--- src/rtl/frequency_pattern_generator_if.sv ---
// Register-operation bus shared with the AXI slave: the host side drives operation, index and
// write data, the generator returns registered read data.
interface frequency_pattern_generator_if;
  logic [1:0]  register_operation;  // 0 none, 1 read, 2 write
  logic [7:0]  register_number;
  logic [31:0] register_write;
  logic [31:0] register_read;

  modport master (
    output register_operation,
    output register_number,
    output register_write,
    input  register_read
  );

  modport slave (
    input  register_operation,
    input  register_number,
    input  register_write,
    output register_read
  );
endinterface

--- src/rtl/frequency_pattern_generator.sv ---
// frequency_pattern_generator: stimulus source for the pixel frequency analyzer.
// Emits a pixel stream whose bit 7 carries three square-wave tones at fixed pixel indices, and
// frames each run with a start pulse and a held stop level.
// Optional build macro PATTERN_GEN_NOISE_EN: data[6:0] carries a 7-bit LFSR (x^7+x^6+1) that
// advances per pixel strobe; otherwise data[6:0] is tied to 0.
module frequency_pattern_generator #(
  parameter int unsigned PIXELS_PER_LINE = 1024,
  parameter int unsigned PIXEL0_INDEX    = 63,
  parameter int unsigned PIXEL1_INDEX    = 511,
  parameter int unsigned PIXEL2_INDEX    = 1023,
  parameter int unsigned PIXEL_DIVIDER   = 4,   // >= 2
  parameter int unsigned STOP_HOLD       = 16   // >= 7
) (
  input  logic                         s00_axi_aclk,
  input  logic                         s00_axi_aresetn,
  frequency_pattern_generator_if.slave reg_if,
  output logic [7:0]                   data,
  output logic                         pixel_strobe,
  output logic                         start,
  output logic                         stop,
  output logic                         busy
);

  localparam int unsigned PixW  = (PIXELS_PER_LINE > 1) ? $clog2(PIXELS_PER_LINE) : 1;
  localparam int unsigned DivW  = $clog2(PIXEL_DIVIDER);
  localparam int unsigned StopW = $clog2(STOP_HOLD);

  localparam logic [PixW-1:0]  PixLast  = PixW'(PIXELS_PER_LINE - 1);
  localparam logic [PixW-1:0]  PixTone0 = PixW'(PIXEL0_INDEX);
  localparam logic [PixW-1:0]  PixTone1 = PixW'(PIXEL1_INDEX);
  localparam logic [PixW-1:0]  PixTone2 = PixW'(PIXEL2_INDEX);
  localparam logic [DivW-1:0]  DivLast  = DivW'(PIXEL_DIVIDER - 1);
  localparam logic [StopW-1:0] StopLast = StopW'(STOP_HOLD - 1);

  localparam logic [7:0] RegCtrl   = 8'd0;
  localparam logic [7:0] RegHp0    = 8'd1;
  localparam logic [7:0] RegHp1    = 8'd2;
  localparam logic [7:0] RegHp2    = 8'd3;
  localparam logic [7:0] RegRunLen = 8'd4;
  localparam logic [7:0] RegStatus = 8'd5;

  typedef enum logic [1:0] {StIdle, StStart, StRun, StStop} state_e;

  state_e state_q, state_d;

  // Host-visible configuration and the per-run shadow copies
  logic [2:0][31:0] hp_q, hp_d;
  logic [31:0]      len_q, len_d;
  logic [2:0][31:0] sh_hp_q, sh_hp_d;
  logic [31:0]      sh_len_q, sh_len_d;
  logic [31:0]      rd_q, rd_d;
  logic [23:0]      runs_q, runs_d;

  // Run timing and pattern state
  logic [31:0]      run_cnt_q, run_cnt_d;
  logic [StopW-1:0] stop_cnt_q, stop_cnt_d;
  logic [2:0][31:0] tone_cnt_q, tone_cnt_d;
  logic [2:0]       tone_q, tone_d;
  logic [DivW-1:0]  div_q, div_d;
  logic [PixW-1:0]  pix_q, pix_d;

  // Registered outputs
  logic [7:0] data_q, data_d;
  logic       strobe_q, strobe_d;
  logic       start_q, start_d;
  logic       stop_q, stop_d;
  logic       busy_q, busy_d;

  logic wr_en, rd_en, run_req, abort_req;
  logic [6:0] noise;

  // Decode the register-operation port
  always_comb begin
    wr_en     = (reg_if.register_operation == 2'd2);
    rd_en     = (reg_if.register_operation == 2'd1);
    run_req   = wr_en && (reg_if.register_number == RegCtrl) && reg_if.register_write[0];
    abort_req = wr_en && (reg_if.register_number == RegCtrl) && reg_if.register_write[1];
  end

  // State register
  always_ff @(posedge s00_axi_aclk) begin
    if (!s00_axi_aresetn) begin
      state_q <= StIdle;
    end else begin
      state_q <= state_d;
    end
  end

  // Next-state logic; RUN and ABORT are only honoured in the state where they make sense
  always_comb begin
    state_d = state_q;
    unique case (state_q)
      StIdle:  if (run_req) state_d = StStart;
      StStart: state_d = (sh_len_q == '0) ? StStop : StRun;
      StRun: begin
        if (abort_req || (run_cnt_q == sh_len_q - 32'd1)) state_d = StStop;
      end
      StStop:  if (stop_cnt_q == StopLast) state_d = StIdle;
      default: state_d = StIdle;
    endcase
  end

  // FSM outputs, computed from the next state so they line up with it once registered
  always_comb begin
    start_d = (state_d == StStart);
    stop_d  = (state_d == StStop);
    busy_d  = (state_d != StIdle);
  end

  // Configuration writes and registered reads
  always_comb begin
    hp_d  = hp_q;
    len_d = len_q;
    rd_d  = rd_q;
    if (wr_en) begin
      case (reg_if.register_number)
        RegHp0:    hp_d[0] = reg_if.register_write;
        RegHp1:    hp_d[1] = reg_if.register_write;
        RegHp2:    hp_d[2] = reg_if.register_write;
        RegRunLen: len_d   = reg_if.register_write;
        default:   ;
      endcase
    end
    if (rd_en) begin
      case (reg_if.register_number)
        RegHp0:    rd_d = hp_q[0];
        RegHp1:    rd_d = hp_q[1];
        RegHp2:    rd_d = hp_q[2];
        RegRunLen: rd_d = len_q;
        RegStatus: rd_d = {runs_q, 7'd0, busy_q};
        default:   rd_d = '0;
      endcase
    end
  end

  // Run counters, tone generators and pixel divider
  always_comb begin
    sh_hp_d    = sh_hp_q;
    sh_len_d   = sh_len_q;
    runs_d     = runs_q;
    run_cnt_d  = '0;
    stop_cnt_d = '0;
    tone_cnt_d = tone_cnt_q;
    tone_d     = tone_q;
    div_d      = div_q;
    pix_d      = pix_q;
    strobe_d   = 1'b0;
    unique case (state_q)
      StIdle, StStart: begin
        tone_cnt_d = '0;
        tone_d     = '0;
        div_d      = '0;
        pix_d      = '0;
        if (state_q == StIdle && state_d == StStart) begin
          sh_hp_d  = hp_q;
          sh_len_d = len_q;
        end
      end
      StRun: begin
        run_cnt_d = run_cnt_q + 32'd1;
        for (int i = 0; i < 3; i++) begin
          // A zero half-period leaves the tone parked at 0
          if (sh_hp_q[i] != '0) begin
            if (tone_cnt_q[i] == sh_hp_q[i] - 32'd1) begin
              tone_cnt_d[i] = '0;
              tone_d[i]     = ~tone_q[i];
            end else begin
              tone_cnt_d[i] = tone_cnt_q[i] + 32'd1;
            end
          end
        end
        if (div_q == DivLast) begin
          div_d    = '0;
          pix_d    = (pix_q == PixLast) ? '0 : pix_q + PixW'(1);
          // No strobe may land in the first STOP cycle
          strobe_d = (state_d == StRun);
        end else begin
          div_d = div_q + DivW'(1);
        end
      end
      StStop: begin
        stop_cnt_d = stop_cnt_q + StopW'(1);
        if (state_d == StIdle) runs_d = runs_q + 24'd1;
      end
      default: ;
    endcase
  end

`ifdef PATTERN_GEN_NOISE_EN
  logic [6:0] lfsr_q, lfsr_d;

  // Noise LFSR: reseeded in START so every run starts from the same sequence
  always_comb begin
    lfsr_d = lfsr_q;
    if (state_q == StStart) begin
      lfsr_d = 7'h01;
    end else if (strobe_d) begin
      lfsr_d = {lfsr_q[5:0], lfsr_q[6] ^ lfsr_q[5]};
    end
    noise = lfsr_d;
  end

  // Noise LFSR register
  always_ff @(posedge s00_axi_aclk) begin
    if (!s00_axi_aresetn) begin
      lfsr_q <= '0;
    end else begin
      lfsr_q <= lfsr_d;
    end
  end
`else
  // Low bits carry nothing without the noise option
  always_comb begin
    noise = '0;
  end
`endif

  // Pixel value: tone of the pixel about to be shown; lowest tone wins on shared indices
  always_comb begin
    data_d = '0;
    if (state_d == StRun) begin
      if (pix_d == PixTone0) begin
        data_d[7] = tone_d[0];
      end else if (pix_d == PixTone1) begin
        data_d[7] = tone_d[1];
      end else if (pix_d == PixTone2) begin
        data_d[7] = tone_d[2];
      end
      data_d[6:0] = noise;
    end
  end

  // Datapath and output registers
  always_ff @(posedge s00_axi_aclk) begin
    if (!s00_axi_aresetn) begin
      hp_q       <= '0;
      len_q      <= '0;
      sh_hp_q    <= '0;
      sh_len_q   <= '0;
      rd_q       <= '0;
      runs_q     <= '0;
      run_cnt_q  <= '0;
      stop_cnt_q <= '0;
      tone_cnt_q <= '0;
      tone_q     <= '0;
      div_q      <= '0;
      pix_q      <= '0;
      data_q     <= '0;
      strobe_q   <= 1'b0;
      start_q    <= 1'b0;
      stop_q     <= 1'b0;
      busy_q     <= 1'b0;
    end else begin
      hp_q       <= hp_d;
      len_q      <= len_d;
      sh_hp_q    <= sh_hp_d;
      sh_len_q   <= sh_len_d;
      rd_q       <= rd_d;
      runs_q     <= runs_d;
      run_cnt_q  <= run_cnt_d;
      stop_cnt_q <= stop_cnt_d;
      tone_cnt_q <= tone_cnt_d;
      tone_q     <= tone_d;
      div_q      <= div_d;
      pix_q      <= pix_d;
      data_q     <= data_d;
      strobe_q   <= strobe_d;
      start_q    <= start_d;
      stop_q     <= stop_d;
      busy_q     <= busy_d;
    end
  end

  assign reg_if.register_read = rd_q;
  assign data                 = data_q;
  assign pixel_strobe         = strobe_q;
  assign start                = start_q;
  assign stop                 = stop_q;
  assign busy                 = busy_q;

endmodule

--- src/flat_wrapper.sv ---
// flat-port wrapper written by rule: the top's interface ports become plain ports
module frequency_pattern_generator_flat 
#(
  parameter int unsigned PIXELS_PER_LINE = 1024,
  parameter int unsigned PIXEL0_INDEX    = 63,
  parameter int unsigned PIXEL1_INDEX    = 511,
  parameter int unsigned PIXEL2_INDEX    = 1023,
  parameter int unsigned PIXEL_DIVIDER   = 4,          
  parameter int unsigned STOP_HOLD       = 16          
)
  (s00_axi_aclk, s00_axi_aresetn, data, pixel_strobe, start, stop, busy, reg_if_register_operation, reg_if_register_number, reg_if_register_write, reg_if_register_read);
  frequency_pattern_generator_if reg_if_i ();
  input  logic s00_axi_aclk;
  input  logic s00_axi_aresetn;
  output logic [7:0] data;
  output logic pixel_strobe;
  output logic start;
  output logic stop;
  output logic busy;
  input wire logic [$bits(reg_if_i.register_operation)-1:0] reg_if_register_operation;
  input wire logic [$bits(reg_if_i.register_number)-1:0] reg_if_register_number;
  input wire logic [$bits(reg_if_i.register_write)-1:0] reg_if_register_write;
  output wire logic [$bits(reg_if_i.register_read)-1:0] reg_if_register_read;
  assign reg_if_i.register_operation = reg_if_register_operation;
  assign reg_if_i.register_number = reg_if_register_number;
  assign reg_if_i.register_write = reg_if_register_write;
  assign reg_if_register_read = reg_if_i.register_read;
  frequency_pattern_generator #(.PIXELS_PER_LINE(PIXELS_PER_LINE), .PIXEL0_INDEX(PIXEL0_INDEX), .PIXEL1_INDEX(PIXEL1_INDEX), .PIXEL2_INDEX(PIXEL2_INDEX), .PIXEL_DIVIDER(PIXEL_DIVIDER), .STOP_HOLD(STOP_HOLD)) u_core (.s00_axi_aclk(s00_axi_aclk), .s00_axi_aresetn(s00_axi_aresetn), .reg_if(reg_if_i), .data(data), .pixel_strobe(pixel_strobe), .start(start), .stop(stop), .busy(busy));
endmodule
--- config.mk ---
export PLATFORM = sky130hd
export DESIGN_NAME = frequency_pattern_generator_flat
export DESIGN_NICKNAME = d
export VERILOG_FILES = /design/src/rtl/frequency_pattern_generator_if.sv /design/src/rtl/frequency_pattern_generator.sv /design/src/flat_wrapper.sv
export SDC_FILE = /design/constraint.sdc
export NUM_CORES = 1
export LEC_CHECK = 0
export ABC_AREA = 1
export BUFFER_PORTS_ARGS = -buffer_cell sky130_fd_sc_hd__buf_2
export CORE_MARGIN = 2
export CORE_UTILIZATION = 63
export CTS_CLUSTER_DIAMETER = 150
export DETAILED_ROUTE_END_ITERATION = 7
export GPL_ROUTABILITY_DRIVEN = 1
export PLACE_DENSITY_LB_ADDON = 0.25
export SYNTH_ARGS = -nofsm -noshare
export SYNTH_HDL_FRONTEND = slang
export SYNTH_SLANG_ARGS = --single-unit
export TNS_END_PERCENT = 20
--- constraint.sdc ---
create_clock -name s00_axi_aclk -period 2.9 [get_ports s00_axi_aclk]
set_clock_uncertainty 0.15 [all_clocks]
set_input_delay 0.58 -clock s00_axi_aclk [delete_from_list [all_inputs] [get_ports s00_axi_aclk]]
set_output_delay 0.58 -clock s00_axi_aclk [all_outputs]
set_load 0.02 [all_outputs]
==> results_dict.tcl <==
set metrics [dict create \
    hold_class "in -> reg" \
    grt_pass1_vias 24066 \
    port_buffers 80 \
    worstPathRequired_ns 3.24 \
    fin_area_sq_um 29490 \
    vias 26614 \
    setup.worst_path.class "reg -> reg" \
    tightestPinTransition_ns 0.6956 \
    slew_headroom_pct 53.63 \
    outcome "complete, but fails checks" \
    yosysSeqAreaShare_pct 35.67 \
    yosys.area.top_type_share_pct 35.67 \
    num_rows 74 \
    crit_fanout 7 \
    synth_ff_type "dfxtp_1" \
    coreArea_sq_um 40920 \
    synthArstFlopShare_pct 0 \
    drc 3 \
    ir_worst_vdd_mv 0.5130 \
    grt_start_max_net_pins 149 \
    clk_latency_ns 0.60 \
    post_synth_xor_area_fraction_pct 5.818 \
    synth_compound_area_share_pct 16.76 \
    cts_hold_buf 0 \
    place_hpwl_um 60210 \
    crit_path_start_kind "register" \
    p_leak_nw 12.65 \
    violations "DRC" \
    layout-drive-gt1-share_pct 10.51 \
    muxShareOfSynthArea_pct 0 \
    postRouteAntennaNets 0 \
    cts.sinks 466 \
    fin_tns_setup_ns 0 \
    numCtsBuffers 49 \
    start_util_pct 63.90 \
    cts_tree "yes" \
    dp_cells 4413 \
    post_synth_instance_area_sq_um 26150 \
    drtIter0Drc 3089 \
    vias_per_cell 5.891 \
    ioPinCount 88 \
    place_ws_ns -0.03390 \
    ys_warn_count 0 \
    finalWeightedCongestion 0.9975 \
    power.total_mw 13.51 \
    area_growth_pct 12.76 \
    cp.arrival_ns 3.15 \
    finalNonFillerCells 4518 \
    cellPowerDensity_nw_per_um2 458.2 \
    path_clk_slew_ns 0.06 \
    placed_area_sq_um 27430 \
    avgSynthCellArea_sq_um 6.744 \
    synth_most_common_cell "nand2_1" \
    fill_cells 3503 \
    finalWorstSetupSlack_ns 0.09387 \
    swShare_pct 22.61 \
    power_frac_clock_pct 49.2 \
    drt_pass1_iterations 8 \
    cts_root_buffer "clkbuf_16" \
    seqPwrFrac_pct 47.8 \
    comb_power_share_pct 3.0 \
    die_area_sq_um 43160 \
    hold_viol 0 \
    max_freq_ghz 0.3564 \
    grt_overflow 0 \
    synth-edff-count 0 \
    multi_input_area_sq_um 14680 \
    setup_viol 0 \
    fin_nets 4006 \
    fp.dieW_um 207.7 \
    grt_pass1_wl_um 129500 \
    clockBufferDepth 3 \
    fin_crit_ns 2.806 \
    syn_inst 3878 \
    drv_slew 0 \
    grt_usage_pct 36.83 \
    synth_top_family_by_area "simple AND/OR/NAND/NOR gates" \
    yosys.area_share.simple_pct 31.82 \
    yosys-top-cells-area "dfxtp_1 (36%), nand2_1 (11%), nor2_1 (8.9%)" \
    synth.distinct_cells 65 \
    wl_um 82490 \
    yosysTopAreaCell "dfxtp_1" \
    fin_hold_ws_ns 0.1641 \
    ys_ff_latch 466 \
    cap_violations 0 \
    regArea_sq_um 9334 \
    synth_adder_area_share_pct 0.6220 \
    die_y_um 207.7 \
    cts.htree.levels 2 \
    min_period_over_period_pct 96.76 \
    utilization_pct 72.05 \
    p_int_mw 10.46 \
    grt_antenna_before_repair 3 \
    p_sw_mw 3.054 \
    cp-end-kind "register" \
    rsz0062_at_grt "true" \
    routedWlPerCell_um 18.26 \
    synth_commonest_cells "nand2_1 (752), nor2_1 (620), dfxtp_1 (466), inv_1 (416), a21oi_1 (268)" \
]
-- final cells by class --
class | count | share of cell area [%]
diodes | 1 | 0.008486
multi-input cells | 2806 | 49.79
well taps | 532 | 2.257
clock buffers | 71 | 4.952
inverters | 427 | 5.503
repair buffers | 199 | 5.058
clock inverters | 16 | 0.7808
flip-flops and latches | 466 | 31.65
-- registers in the layout (all words and copies together), names as in the netlist, 4 cells and up --
register	flops
u_core.runs_q	24
u_core.sh_hp_q	96
u_core.len_q	32
u_core.hp_q	96
u_core.pix_q	10
u_core.tone_cnt_q	96
u_core.reg_if.register_read	32
u_core.stop_cnt_q	4
u_core.run_cnt_q	32
u_core.sh_len_q	32
-- timing repair --
item	in CTS	in global routing
resized for setup	4	72
setup endpoints to repair	1	98
setup buffers	0	17
pin swaps	1	17
-- kinds of logic (layout without fill, tap and decap cells) --
| family | after synthesis | after routing |
|---|---|---|
| AND/OR/NAND/NOR | 1887 | 1887 |
| AO/OA/AOI/OAI | 735 | 735 |
| buffers and inverters | 612 | 713 |
| flip-flops | 466 | 466 |
| XOR/XNOR | 164 | 164 |
| adder cells (fa/ha/maj) | 13 | 13 |
| other | 1 | 8 |
-- cells in the final DEF (no fill, tap or decap), types with 11 or more instances in the layout --
cell type | Yosys | routed
nand3_1 | 190 | 185
nor2_2 | 15 | 35
o2111ai_1 | 11 | 11
o21ai_0 | 200 | 195
nand3_2 | 10 | 15
xor2_1 | 109 | 108
o21ai_1 | 7 | 11
nand3b_1 | 31 | 31
nor3_1 | 69 | 64
a221oi_1 | 23 | 23
nor2_1 | 620 | 590
dfxtp_1 | 466 | 462
buf_12 | 0 | 15
buf_4 | 8 | 103
clkbuf_8 | 0 | 13
inv_2 | 9 | 11
xnor2_1 | 49 | 49
buf_2 | 25 | 79
a21oi_1 | 268 | 268
nand4_1 | 117 | 117
nand2_1 | 752 | 750
a211oi_1 | 171 | 171
nor4_1 | 20 | 18
clkbuf_16 | 0 | 50
nor2_4 | 8 | 18
inv_1 | 416 | 411
-- power by group through the flow --
stage / Combinational (mW) / Sequential [mW] / Clock (mW)
final: 0.405 / 6.45 / 6.65
after global placement: 0.384 / 6.59 / 0
after global routing: 0.429 / 6.45 / 6.92
after CTS: 0.390 / 6.45 / 6.68
after detailed placement: 0.388 / 6.59 / 0
after floorplan: 0.215 / 6.60 / 0
-- metal layers --
metal	global-route usage, %	part of all wire (%)	wire length [um]
met5	0	0.033	27
met4	14.72	4.2	3436
met3	6.520	9.7	8036
met2	57.02	43	35760
met1	51.03	43	35230
-- critical path, cell delays in order, from the launching register on --
cell and delay [ns]:
dfxtp_1 0.38, nor2_2 0.16, nand2_2 0.10, nor2_4 0.26, buf_4 0.17, nand2_1 0.07, nand3_1 0.08, nand4_1 0.07
nor2_1 0.12, nand2_1 0.08, nor2_2 0.12, nand3_2 0.10, nor2_4 0.18, nand4_1 0.20, nand4_1 0.19, nand3_2 0.15
nand2_1 0.09, inv_1 0.03
-- final timing paths --
| path | start | endpoint | depth (start not counted) | slack (ns) |
|---|---|---|---|---|
| worst max-delay path | u_core.sh_hp_q[6]$_SDFFE_PN0P_ | u_core.data[7]$_SDFF_PN0_ | 17 | 0.09 |
| worst min-delay path | reg_if_register_write[7] | u_core.hp_q[7]$_SDFFE_PN0P_ | 3 | 0.16 |
| worst max register to register | u_core.sh_hp_q[6]$_SDFFE_PN0P_ | u_core.data[7]$_SDFF_PN0_ | 17 | 0.09 |
| worst min register to register | u_core.stop_cnt_q[0]$_SDFF_PN0_ | u_core.stop_cnt_q[0]$_SDFF_PN0_ | 1 | 0.30 |
Note: power is estimated with default switching activity, not from simulation.
